===== src/rtl/puf_pkg.sv =====
// Shared definitions for the PUF measurement controller: FSM state encoding,
// settle length and a width helper.
package puf_pkg;

  typedef enum logic [2:0] {
    IDLE,
    CLEAR,
    COUNT,
    SETTLE,
    COMPARE,
    DONE
  } state_t;

  // Cycles allowed for the RO counter values to cross their synchroniser.
  localparam int SETTLE_CYC = 2;

  // Index width that never collapses to zero bits.
  function automatic int clog2_min1(input int value);
    return (value <= 1) ? 1 : $clog2(value);
  endfunction

endpackage


===== src/rtl/puf_meas_ctrl_counter.sv =====
// Up-counter with synchronous clear and a carry-out that is high while
// counting at the all-ones value.
module puf_meas_ctrl_counter #(
  parameter int W = 4
) (
  input  logic         clk,
  input  logic         rst_n,
  input  logic         clr,
  input  logic         up,
  output logic [W-1:0] cnt,
  output logic         rco
);

  // NOTE: sequential state is updated with <= so every flop samples the
  // pre-edge values of its inputs, independent of statement order.
  always_ff @(posedge clk or negedge rst_n) begin
    if (!rst_n) begin
      cnt <= '0;
    end else if (clr) begin
      cnt <= '0;
    end else if (up) begin
      cnt <= cnt + 1'b1;
    end
  end

  assign rco = up & (&cnt);

endmodule


===== src/rtl/puf_meas_ctrl.sv =====
// Sequences the RO-pair measurements of one challenge: clear both counters,
// count for a fixed window, let the values settle, compare, next pair.
module puf_meas_ctrl
  import puf_pkg::*;
#(
  parameter int N    = 16,
  parameter int WIN  = 1024,
  parameter int BITS = 8,
  localparam int PW  = clog2_min1(BITS),
  localparam int TW  = $clog2(WIN)
) (
  input  logic            clk,
  input  logic            clr_n,
  input  logic            start,
  output logic            cnt_clr,
  output logic            cnt_up,
  input  logic [N-1:0]    cnt_a,
  input  logic [N-1:0]    cnt_b,
  input  logic            rco_a,
  input  logic            rco_b,
  output logic [PW-1:0]   pair_sel,
  output logic            busy,
  output logic            done,
  output logic [BITS-1:0] response,
  output logic            ovf,
  output logic            tie
);

  localparam int SW = clog2_min1(SETTLE_CYC);

  state_t          state, state_nxt;
  logic [TW-1:0]   timer_cnt;
  logic            timer_rco;
  logic [SW-1:0]   settle_cnt;
  logic            last_pair;
  logic            window_end;
  logic            settle_end;
  logic            unused_timer_rco;

  // Window timer: cleared in CLEAR, advanced in COUNT.
  puf_meas_ctrl_counter #(
    .W(TW)
  ) u_timer (
    .clk  (clk),
    .rst_n(clr_n),
    .clr  (cnt_clr),
    .up   (cnt_up),
    .cnt  (timer_cnt),
    .rco  (timer_rco)
  );

  // WIN need not be a power of two, so the window end is a compare, not rco.
  assign unused_timer_rco = timer_rco;

  assign last_pair  = (pair_sel == PW'(BITS - 1));
  assign window_end = (timer_cnt == TW'(WIN - 1));
  assign settle_end = (settle_cnt == SW'(SETTLE_CYC - 1));

  always_ff @(posedge clk or negedge clr_n) begin
    if (!clr_n) begin
      state <= IDLE;
    end else begin
      state <= state_nxt;
    end
  end

  // NOTE: every output of this block gets a default first, so no path
  // through the case can leave a value unassigned and infer a latch.
  always_comb begin
    state_nxt = state;
    cnt_clr   = 1'b0;
    cnt_up    = 1'b0;
    busy      = 1'b1;
    done      = 1'b0;
    unique case (state)
      IDLE: begin
        busy = 1'b0;
        if (start) state_nxt = CLEAR;
      end
      CLEAR: begin
        cnt_clr   = 1'b1;
        state_nxt = COUNT;
      end
      COUNT: begin
        cnt_up = 1'b1;
        if (window_end) state_nxt = SETTLE;
      end
      SETTLE: begin
        if (settle_end) state_nxt = COMPARE;
      end
      COMPARE: begin
        state_nxt = last_pair ? DONE : CLEAR;
      end
      DONE: begin
        done      = 1'b1;
        state_nxt = IDLE;
      end
      default: begin
        state_nxt = IDLE;
      end
    endcase
  end

  always_ff @(posedge clk or negedge clr_n) begin
    if (!clr_n) begin
      pair_sel   <= '0;
      response   <= '0;
      ovf        <= 1'b0;
      tie        <= 1'b0;
      settle_cnt <= '0;
    end else begin
      settle_cnt <= (state == SETTLE) ? settle_cnt + 1'b1 : '0;

      if (state == IDLE && start) begin
        pair_sel <= '0;
        response <= '0;
        ovf      <= 1'b0;
        tie      <= 1'b0;
      end

      // Overflow is only flagged; the wrapped counts are still compared.
      if (state == COUNT && (rco_a || rco_b)) begin
        ovf <= 1'b1;
      end

      if (state == COMPARE) begin
        response[pair_sel] <= (cnt_a > cnt_b);
        if (cnt_a == cnt_b) tie <= 1'b1;
        if (!last_pair) pair_sel <= pair_sel + 1'b1;
      end
    end
  end

endmodule


===== config.mk =====
export PLATFORM = sky130hd
export DESIGN_NAME = puf_meas_ctrl
export DESIGN_NICKNAME = d
export VERILOG_FILES = /design/src/rtl/puf_pkg.sv /design/src/rtl/puf_meas_ctrl_counter.sv /design/src/rtl/puf_meas_ctrl.sv
export SDC_FILE = /design/constraint.sdc
export NUM_CORES = 1
export LEC_CHECK = 0
export BUFFER_PORTS_ARGS = -buffer_cell sky130_fd_sc_hd__buf_2
export CORE_UTILIZATION = 50
export CTS_CLUSTER_DIAMETER = 100
export DETAILED_ROUTE_END_ITERATION = 6
export GPL_ROUTABILITY_DRIVEN = 0
export PLACE_DENSITY = 0.78
export SYNTH_ARGS = -nofsm -noshare
export SYNTH_HDL_FRONTEND = slang
export SYNTH_SLANG_ARGS = --single-unit
export TNS_END_PERCENT = 10

===== constraint.sdc =====
create_clock -name clk -period 1.75 [get_ports clk]
set_input_delay 0.175 -clock clk [delete_from_list [all_inputs] [get_ports clk]]
set_output_delay 0.175 -clock clk [all_outputs]
set_load 0.01 [all_outputs]

---- Yosys cells after proc, flatten, opt, wreduce, memory -nomap -nowiden ----
Cells that the tools add are included.
word-level totals
  register bits after elaboration ......... 27
  output and inout bits ................... 17
  word-level logic and storage cells ...... 57
cells by class
  $lt $le $gt $ge ......................... 3
  reduce and logical (&&, ||, !) cells .... 8
  add/subtract/negate cells ............... 3
  multiplexer cells ....................... 25
  equality and inequality tests ........... 11
operators with widths
  operator               count
  $mux 3                 7
  $mux 10                2
  $eq 16x16->1           1
  $gt 16x16->1           1
  $mux 8                 2
  $pmux 3 s5             1
  $mux 1                 11
  $add 10x1->10 const B  1
  $eq 10x10->1 const B   1
  $eq 3x3->1 const B     3
  $bwmux 8               1
  $eq 3x2->1 const B     2
  $ne 2x2->1 const B     3
  $lt 3x4->1 const B     1
  $reduce_bool 2->1      2
  $add 3x1->3 const B    1
  $demux 1 s3            1
  $eq 3x1->1 const B     1
  $ge 3x1->1 const B     1
  $logic_and 1x1->1      3
  $logic_not 3->1        1
  $reduce_and 3->1       1
  $add 1x1->1 const B    1
  $logic_or 1x1->1       1

---- Depth between registers and ports, before layout ----
Gate-level depths: netlist of the first run.
  word-level depth ........................ 6
  depth in mapped cells ................... 7

---- Hierarchy ----
Synthesis of the first run repeated with hierarchy kept, for this count alone.
second synthesis, totals
  cell total of the unflattened synthesis .. 195
  area total of the unflattened synthesis .. 1767.9 um^2
modules (own cells, without submodules)
  module                 times used  area each (um^2)  cells an instance
  puf_meas_ctrl          1           1258.7            145
  puf_meas_ctrl_counter  1           509.2             50

---- Least setup slack after synthesis of the first run ----
OpenSTA, ideal clock, no wires.
  kind .................................... input to register
  start point ............................. input cnt_b[15]
  end point ............................... register response[0]
  arrival time ............................ 1574 ps
  setup time .............................. 95 ps
  stages .................................. 7
  path buffers ............................ 0
  path slack .............................. 80 ps
  cell sequence ........................... inv_1 -> ha_1 -> and4_4 -> nand3_4 -> a2111oi_4 -> a2111oi_4 -> o31ai_1
on the way
  longest elaborated chain between the ends .. 3
RTL lines
  item                             RTL line              text
  from (decl)                      puf_meas_ctrl.sv:18   input logic [N-1:0] cnt_b,
  $gt 16x16->1                     puf_meas_ctrl.sv:127  response[pair_sel] <= (cnt_a > cnt_b);
  $bwmux 8                         puf_meas_ctrl.sv:127
  $mux 8                           puf_meas_ctrl.sv:126  if (state == COMPARE) begin
  to (signal, indexed assignment)  puf_meas_ctrl.sv:127
  to (decl)                        puf_meas_ctrl.sv:24   output logic [BITS-1:0] response,
No other way between the ends.
A chain may end at the register's enable or synchronous reset.

---- Worst setup path after layout of the first run ----
  start point ............................. register state[1]
  end point ............................... output cnt_up
on the way
  longest elaborated chain between the ends .. 2
RTL lines
  item                    RTL line             text
  from (decl)             puf_meas_ctrl.sv:31  state_t state, state_nxt;
  from (signal assigned)  puf_meas_ctrl.sv:63  state <= state_nxt;
  $eq 3x2->1              puf_meas_ctrl.sv:75  unique case (state)
  $mux 1                  puf_meas_ctrl.sv:75
  to (decl)               puf_meas_ctrl.sv:16  output logic cnt_up,
No other way between the ends.

==> out/qor.csv, run 1 <==
stage,metric,value,unit
run_status,status,finished clean,
timing,Slew Limit Headroom,60.8,%
worst_setup_path,CP Buf/Inv Count,3,
die,# IOs,54,
layout,most frequent cells in the layout,"buf_2 (53), dfrtp_1 (25), nand2_1 (22)",
placement,DP Area,2150,um^2
layout,Antenna diodes,0,
layout,share of cells above drive strength 1,31.9,%
worst_hold_path,Worst Hold Class,input port to register,
timing,Max Fclk,627,MHz
flow_run,MaxCap Viol Count,0,
global_route,vias in the first global route,1381,
die,Core ar.,3340,um^2
layout,Finished Cell Area,2200,um^2
timing,final period utilization,91.2,%
logic_synthesis,"EDFF count, synth",0,
worst_setup_path,WP data required,1.57,ns
clock_tree,Clock Tree Buf Depth,2,
worst_setup_path,worst r2r dst,pair_sel[0],
logic_synthesis,main area contributors after synthesis,"dfrtp_1 (39%), ha_1 (14%), nand2_1 (4.7%), inv_1 (4.1%), o31ai_1 (3.9%)",
logic_synthesis,post-synth net total,244,
layout,Area Overhead vs Synth,26.1,%
die,# rows,21,
worst_hold_path,Hold Startpoint,rco_a,
worst_setup_path,Worst Setup Start Kind,register,
clock_tree,clock root buffer master,clkbuf_4,
clock_tree,Num CTS Buffers,3,
worst_setup_path,worst reg2reg startpoint,pair_sel[0],
global_route,GRT Overall Usage,20.0,%
drt,DRT Pass-1 Iters,4,
clock_tree,clk sinks,27,
drt,Routed wire per std cell,11.9,um
timing,Clock Skew,0.00673,ns
die,Starting Density,52.3,%
timing,Hold Slack,0.0511,ns
worst_hold_path,hold path depth,3,
die,die area,3730,um^2
logic_synthesis,Syn Inst Count,188,
pwr,leakage,1.18,nW
worst_setup_path,worst-path fanout max,8,
worst_setup_path,Arrival @ worst endpoint,1.42,ns
worst_setup_path,Setup Crit Path Kind,register to output port,
drt,routed vias/inst,5.25,
drt,final WL,3600,um
worst_hold_path,Worst Hold Path EP,ovf,
logic_synthesis,"Avg Cell Area, Syn",9.28,um^2
global_route,initial antenna violation count,0,
global_route,grt ovf,0,
drt,drt first-iter violations,44,
logic_synthesis,synth warn,0,
placement,IO Port Bufs,53,
layout,NumNets Final,314,
placement,post-DP HPWL,2880,um
clock_tree,clk_lat worst skew,0.32,ns
global_route,largest net degree at the start of global routing,28,
layout,"most common cell after layout, fill and taps aside",buf_2,
worst_setup_path,critical path's slowest cell,dfrtp_2,
drt,DRC,0,
logic_synthesis,Async SR Flop Fraction,100,%
timing,Final Setup Violations,0,
pwr,VDD IR-drop max,358,uV
worst_setup_path,"slowest stage delay, CP",0.43,ns
die,die width,61.1,um
timing,"Hold Violations, Final",0,
clock_tree,CTS HTree Levels,1,
timing,crit path time final,1.60,ns
worst_setup_path,Worst R2R Path Depth,5,
clock_tree,CTS tree,built,
logic_synthesis,"Top FF cell, synth",dfrtp_1,
drt,via count,1592,
timing,Slew Limit Fails,0,
logic_synthesis,Cell variety after synth,34,
worst_setup_path,CP Capture Type,output port,
worst_setup_path,reg2reg setup slack,0.25,ns
timing,Least-Margin Pin Slew,0.587,ns
logic_synthesis,Seq cells post-synth,27,
worst_setup_path,CP cell instances,nor2b_1 -> nand2_1 -> inv_2 -> buf_4 -> buf_2,
drt,remaining antenna violation count after routing,0,
logic_synthesis,"area leader, netlist",dfrtp_1,
logic_synthesis,sequential area share after synthesis,38.7,%
logic_synthesis,Yosys top cell area share,38.7,%
die,height of the die,61.1,um
clock_tree,clock-pin slew on the worst setup and hold paths,0.14,ns
logic_synthesis,area of the mapped netlist,1750,um^2
pwr,pwr dens,518,nW/um^2
global_route,first-pass GRT wire length,5600,um
worst_setup_path,critical path's top delay family,flip-flops,
[through the flow]
step                      util [%]  worst slack (ns)  setup TNS [ns]  cells  power, mW
after floorplan                  -            0.0804               0    188      0.790
after global placement        64.5            -0.114          -0.893    297      0.884
after detailed placement      64.5            -0.193           -1.49    297      0.890
after CTS                     65.7            0.0108               0    302       1.16
after global routing          66.0           -0.0173         -0.0173    303       1.20
final                         66.0             0.154               0    303       1.14
[cell type report]
class | count | area [um^2]
fill | 293 | 1140
multi-input combinational | 138 | 982
sequential | 27 | 678
timing repair buffer | 68 | 380
inverter | 20 | 75.1
tap | 46 | 57.6
clock buffer | 3 | 22.5
clock inverter | 1 | 5.00
[tightest hold or removal path: stages]
cell,delay [ns]
buf_2,0.08
o21ai_1,0.05
nand2_1,0.05
[cell families (layout without fill, tap and decap cells)]
family / after synthesis / in the layout / synth area share (%)
simple gates: 73 / 73 / 22.4
fa+ha+maj: 19 / 19 / 13.6
buf+inv: 23 / 92 / 5.02
compound gates: 43 / 43 / 18.5
flops: 27 / 27 / 38.7
mux: 3 / 3 / 1.79
[how the worst max path moves through the flow]
| stage | to | startpoint | depth (start not counted) |
|---|---|---|---|
| 6_report | cnt_up | state[1] | 5 |
| 5_1_grt | cnt_up | state[1] | 5 |
| 3_3_place_gp | response[6] | cnt_a[1] | 7 |
| 4_1_cts | cnt_up | state[2] | 5 |
| 2_1_floorplan | response[0] | cnt_b[15] | 7 |
| 3_5_place_dp | response[6] | cnt_a[1] | 7 |
[timing repair]
action / 4_1_cts / 5_1_grt
endpoints found under the hold margin: 27 / 0
hold buffers: 1 / 0
buffers inserted: 0 / 1
setup endpoints to repair: 0 / 1
gates resized for setup: 0 / 3
[cell usage after synthesis (all sizes together) (3+ instances only)]
cell,n
dfrtp,27
nand4,6
nor2b,3
o21ai,14
nand2,22
o31ai,9
and3,4
a21oi,6
nor2,12
ha,19
a21o,4
inv,20
nor3,4
a22o,3
nand3,13
[registers in the layout (all words and copies together) (netlist names)]
name,cells
ovf,1
state,3
tie,1
pair_sel,3
response,8
u_timer.cnt,10
settle_cnt,1
[power breakdown]
group          total (mW)  switching (mW)  internal, mW
logic               0.218           0.114         0.104
registers           0.660          0.0128         0.647
clock network       0.262           0.176        0.0857
total                1.14           0.303         0.837
[layer usage]
| metal | vias to the layer above | global-route usage, % | part of all wire (%) |
|---|---|---|---|
| met5 | - | 0 | 0 |
| met4 | 0 | 6.82 | 1.4 |
| met2 | 49 | 37.7 | 47 |
| met3 | 6 | 2.73 | 5.6 |
| li1 | 821 | - | - |
| met1 | 716 | 22.9 | 46 |
Note: power is estimated with default switching activity, not from simulation.
==> run 2, diff against run 1 <==
CORE_MARGIN = 3   (was not set)
==> run 2 against run 1 <==
Against the previous run:
- total power unchanged
- combinational power about the same
- worst hold slack improved by 0.0074 ns
- count of clock-buffer cells in the layout unchanged
- critical path depth unchanged
- non-clock buffer count decreased by 1
- die area increased by 14%
- largest cell class unchanged
- largest power group unchanged
==> out/qor.csv, run 2 (synthesis gave the netlist of run 1 again) <==
stage,metric,value,unit,change
pwr,clock network fraction of design power,22.7,%,-0.3 points
drt,remaining antenna violation count after routing,0,,unchanged
placement,post-DP HPWL,3010,um,+4.4%
worst_setup_path,worst reg2reg startpoint,pair_sel[0],,
pwr,sequential share of power,58.0,%,about the same
layout,Largest regs,"u_timer.cnt (10), response (8)",,
layout,post-route insts no fill,300,,-0.99%
pwr,VDD IR-drop max,469,uV,+31%
clock_tree,clk sinks,27,,unchanged
worst_setup_path,Crit. Startpoint,state[2],,
global_route,largest net degree at the start of global routing,28,,unchanged
layout,most frequent cells in the layout,"buf_2 (53), dfrtp_1 (25), nand2_1 (22)",,
worst_setup_path,WP data required,1.57,ns,about the same
global_route,initial antenna violation count,0,,unchanged
placement,DP Area,2150,um^2,-0.12%
pwr,leakage,1.18,nW,-0.32%
timing,Slew Limit Headroom,60.7,%,-0.13 points
worst_setup_path,reg2reg setup slack,0.27,ns,+0.02 ns
clock_tree,CTS HTree Levels,1,,unchanged
timing,Final Setup Violations,0,,unchanged
clock_tree,clock root buffer master,clkbuf_4,,
timing,final period utilization,93.6,%,+2.4 points
worst_setup_path,Worst Setup Start Kind,register,,
worst_setup_path,worst-path fanout max,9,,+1
layout,Finished Cell Area,2200,um^2,-0.23%
clock_tree,clk_lat worst skew,0.31,ns,about the same
layout,Largest register FFs,10,,unchanged
drt,final WL,3750,um,+4.3%
timing,Slew Limit Fails,0,,unchanged
clock_tree,clock-pin slew on the worst setup and hold paths,0.14,ns,about the same
pwr,Int Power,836,uW,about the same
pwr,combinational power share,19.4,%,+0.3 points
timing,Least-Margin Pin Slew,0.589,ns,+0.00199 ns
layout,share of cells above drive strength 1,32.0,%,+0.12 points
clock_tree,Num CTS Buffers,3,,unchanged
pwr,Sw Ratio,26.6,%,+0.066 points
worst_setup_path,critical path's top delay family,flip-flops,,
global_route,vias in the first global route,1461,,+5.8%
drt,routed vias/inst,5.18,,-1.4%
worst_setup_path,Arrival @ worst endpoint,1.46,ns,+0.04 ns
global_route,first-pass GRT wire length,6340,um,+13%
worst_setup_path,"slowest stage delay, CP",0.49,ns,+0.06 ns
drt,via count,1554,,-2.4%
worst_setup_path,CP Capture Type,output port,,
die,height of the die,65.1,um,+6.5%
layout,register bank with the most flops,u_timer.cnt,,
die,# rows,20,,-4.8%
layout,Antenna diodes,0,,unchanged
worst_setup_path,CP Buf/Inv Count,3,,unchanged
layout,Area Overhead vs Synth,25.8,%,
layout,NumNets Final,313,,-0.32%
worst_setup_path,critical path's slowest cell,dfrtp_2,,
drt,drt first-iter violations,36,,-18%
placement,placed cell count,295,,-0.67%
die,Starting Density,54.9,%,+2.6 points
pwr,pwr dens,519,nW/um^2,+0.23%
layout,end-of-flow core utilization,69.1,%,+3.1 points
timing,Clock Skew,0.0106,ns,+0.00387 ns
timing,"Hold Violations, Final",0,,unchanged
worst_setup_path,CP cell instances,nor2b_1 -> nand2_1 -> inv_2 -> buf_4 -> buf_2,,
timing,Max Fclk,611,MHz,-2.6%
layout,"most common cell after layout, fill and taps aside",buf_2,,
pwr,total power,1.14,mW,unchanged
timing,Hold Slack,0.0585,ns,+0.00741 ns
die,die area,4240,um^2,+14%
placement,IO Port Bufs,53,,unchanged
die,die width,65.1,um,+6.5%
die,# IOs,54,,unchanged
global_route,GRT Overall Usage,18.4,%,-1.5 points
timing,RSZ-0062 raised after global routing,no,,
drt,DRC,0,,unchanged
global_route,grt ovf,0,,unchanged
worst_setup_path,Setup Crit Path Kind,register to output port,,
run_status,status,finished clean,,
timing,crit path time final,1.64,ns,+0.0422 ns
worst_hold_path,Hold Startpoint,rco_a,,
die,Core ar.,3180,um^2,-4.8%
worst_hold_path,Worst Hold Class,input port to register,,
drt,Routed wire per std cell,12.5,um,+5.4%
flow_run,MaxCap Viol Count,0,,unchanged
pwr,Net Switching,303,uW,+0.25%
drt,DRT Pass-1 Iters,4,,unchanged
clock_tree,Clock Tree Buf Depth,2,,unchanged
clock_tree,CTS tree,built,,
[run 2: per-stage QoR]
step	TNS (ns)	setup WS (ns)
2_1_floorplan	0	0.0804
3_5_place_dp	-1.27	-0.174
5_1_grt	0	0.00820
6_report	0	0.112
3_3_place_gp	-0.909	-0.116
4_1_cts	0	0.0357
[run 2: worst reg2reg max path: stages, from the launching register on]
cell	delay (ns)
dfrtp_1	0.40
ha_1	0.20
ha_1	0.19
nor3_1	0.23
nor2_1	0.10
mux2_2	0.27
[run 2: path summary, 6_finish.rpt]
path | depth (start not counted) | to
min in group asynchronous | 2 | pair_sel[2]
hold reg to reg | 2 | ovf
setup reg to reg | 5 | pair_sel[0]
max in group asynchronous | 2 | state[1]
hold / removal | 3 | ovf
setup / recovery | 5 | cnt_up
[run 2: repair_timing]
action,CTS,global route
hold buffers,1,0
buffers inserted,0,0
hold endpoints to repair,27,0
endpoints found under the setup margin,1,2
gates resized for setup,1,3
cloned,0,0
[run 2: power groups by stage]
stage	combinational (mW)	clock, mW	sequential, mW
global placement	0.214	0	0.671
CTS	0.226	0.271	0.661
detailed placement	0.223	0	0.673
global route	0.249	0.301	0.664
floorplan	0.108	0	0.682
finish	0.221	0.258	0.660
[run 2: layer usage]
layer  track usage (%)  wire length [um]  part of all wire, %
met5                 0                 0                    0
met3              2.95               253                  6.7
met1              23.2              1690                   45
met4              3.11                19                 0.51
met2              33.5              1790                   48
[run 2: layout make-up]
cell class,instances,area [um^2]
multi-input cells,138,987
fillers,277,982
flip-flops and latches,27,678
repair buffers,67,373
inverters,20,75.1
well taps,44,55.1
clock buffers,3,22.5
clock inverters,1,5.00
==> run 3, diff against run 2 <==
REMOVE_ABC_BUFFERS = 1   (was not set)
==> run 3 against run 2 <==
Against the previous run:
- sequential share of layout area fell by 0.39 points
- count of clock-buffer cells in the layout unchanged
- highest routed layer unchanged
- global-route usage grew 0.18 points
- clock skew shrank 0.0077 ns
- critical path type unchanged
- first-iteration DRC count increased by 33%
- die area is the same
- register-to-register slack worse by 0.10 ns
==> out/qor.csv, run 3 (synthesis gave the netlist of run 1 again) <==
stage,metric,value,unit,change
run_status,status,finished clean,,
drt,routed vias/inst,5.27,,+1.7%
global_route,vias in the first global route,1497,,+2.5%
die,die area,4240,um^2,unchanged
die,height of the die,65.1,um,unchanged
placement,placed cell count,298,,+1.0%
die,die width,65.1,um,unchanged
worst_setup_path,Setup Crit Path Kind,register to output port,,
clock_tree,clk_lat worst skew,0.31,ns,about the same
drt,final WL,3750,um,about the same
worst_setup_path,WP data required,1.57,ns,about the same
layout,post-route insts no fill,303,,+1.0%
die,# IOs,54,,unchanged
timing,Final Setup Violations,0,,unchanged
layout,most frequent cells in the layout,"buf_2 (53), dfrtp_1 (26), nand2_1 (22)",,
timing,Slew Limit Headroom,60.8,%,+0.13 points
timing,final period utilization,94.1,%,+0.51 points
die,Core ar.,3180,um^2,unchanged
timing,Max Fclk,607,MHz,-0.54%
global_route,GRT Overall Usage,18.6,%,+0.18 points
global_route,first-pass GRT wire length,6330,um,-0.11%
clock_tree,clock root buffer master,clkbuf_4,,
layout,share of cells above drive strength 1,32.4,%,+0.40 points
layout,Largest regs,"u_timer.cnt (10), response (8)",,
clock_tree,CTS tree,built,,
layout,Antenna diodes,0,,unchanged
timing,Least-Margin Pin Slew,0.587,ns,-0.00195 ns
worst_setup_path,CP Capture Type,output port,,
clock_tree,clk sinks,27,,unchanged
pwr,VDD IR-drop max,376,uV,-20%
layout,Largest register FFs,10,,unchanged
timing,RSZ-0062 raised after global routing,no,,
global_route,initial antenna violation count,0,,unchanged
worst_setup_path,Worst Setup Start Kind,register,,
clock_tree,clock-pin slew on the worst setup and hold paths,0.14,ns,about the same
layout,NumNets Final,316,,+0.96%
pwr,leakage,1.20,nW,+2.0%
die,# rows,20,,unchanged
clock_tree,Post-CTS Repair Setup Buffers,0,,unchanged
worst_hold_path,Worst Hold Class,input port to register,,
timing,Slew Limit Fails,0,,unchanged
layout,Area Overhead vs Synth,27.2,%,
placement,IO Port Bufs,53,,unchanged
drt,via count,1596,,+2.7%
clock_tree,CTS HTree Levels,1,,unchanged
layout,register bank with the most flops,u_timer.cnt,,
global_route,largest net degree at the start of global routing,28,,unchanged
drt,remaining antenna violation count after routing,0,,unchanged
drt,Routed wire per std cell,12.4,um,-1.1%
timing,"Hold Violations, Final",0,,unchanged
timing,crit path time final,1.65,ns,+0.00895 ns
pwr,total power,1.15,mW,+1.4%
drt,DRC,0,,unchanged
drt,DRT Pass-1 Iters,4,,unchanged
pwr,pwr dens,520,nW/um^2,+0.29%
clock_tree,Clock Tree Buf Depth,2,,unchanged
placement,post-DP HPWL,3040,um,+0.90%
timing,Clock Skew,0.00287,ns,-0.00773 ns
drt,drt first-iter violations,48,,+33%
worst_setup_path,worst-path fanout max,9,,unchanged
global_route,grt ovf,0,,unchanged
clock_tree,Num CTS Buffers,3,,unchanged
flow_run,MaxCap Viol Count,0,,unchanged
die,Starting Density,54.9,%,unchanged
worst_setup_path,Arrival @ worst endpoint,1.47,ns,about the same
layout,"most common cell after layout, fill and taps aside",buf_2,,
[run 3: cell count changes in the layout (fill, tap and decap cells not counted), sizes merged]
cell,change
buf,+3
[run 3: layer usage]
layer	vias to the layer above	wire length (um)	track usage, %
met1	723	1740	24.2
met5	-	0	0
met2	47	1720	32.4
met4	0	36	4.92
li1	822	-	-
met3	4	257	2.43
[run 3: repair_timing]
| action | CTS | global route |
|---|---|---|
| endpoints found under the setup margin | 1 | 1 |
| hold endpoints to repair | 27 | 0 |
| resized for setup | 2 | 2 |
| hold buffers | 1 | 0 |
[run 3: area by class of cell]
type / count / area, um^2
clock inverter: 1 / 5.00
multi-input combinational: 138 / 990
clock buffer: 3 / 22.5
timing repair buffer: 70 / 395
sequential: 27 / 677
tap: 44 / 55.1
fill: 282 / 958
inverter: 20 / 75.1
[run 3: where the power goes]
group          total (mW)  internal [mW]  leakage (nW)  switching (mW)
clock network       0.262         0.0855        0.0177           0.176
logic               0.233          0.114         0.840           0.119
registers           0.660          0.647         0.341          0.0132
total                1.15          0.846          1.20           0.309
[run 3: critical path: stages (launching register included)]
cell	delay (ns)
dfrtp_2	0.49
nor2b_4	0.16
nand2_1	0.09
inv_2	0.13
buf_4	0.15
buf_2	0.12
[run 3: path summary, 6_finish.rpt]
kind | cells after the start | slack (ns) | start | end
min in group asynchronous | 2 | 0.37 | clr_n | u_timer.cnt[2]
worst max register to register | 5 | 0.17 | pair_sel[1] | pair_sel[0]
worst min-delay path | 3 | 0.08 | rco_a | ovf
worst max-delay path | 5 | 0.10 | state[2] | cnt_up
worst min register to register | 1 | 0.48 | settle_cnt | settle_cnt
max in group asynchronous | 2 | 0.96 | clr_n | state[2]
[run 3: metrics by stage]
stage / TNS [ns] / instance area [um^2] / setup slack [ns] / hold WS [ns] / util (%)
floorplan: 0 / 1730 / 0.0804 / -0.121 / -
CTS: 0 / 2210 / 0.0350 / 0.0718 / 69.6
global route: 0 / 2220 / 0.00140 / 0.0829 / 69.8
global placement: -0.775 / 2170 / -0.102 / 0.211 / 68.4
finish: 0 / 2220 / 0.103 / 0.0828 / 69.8
detailed placement: -1.59 / 2170 / -0.239 / 0.213 / 68.4
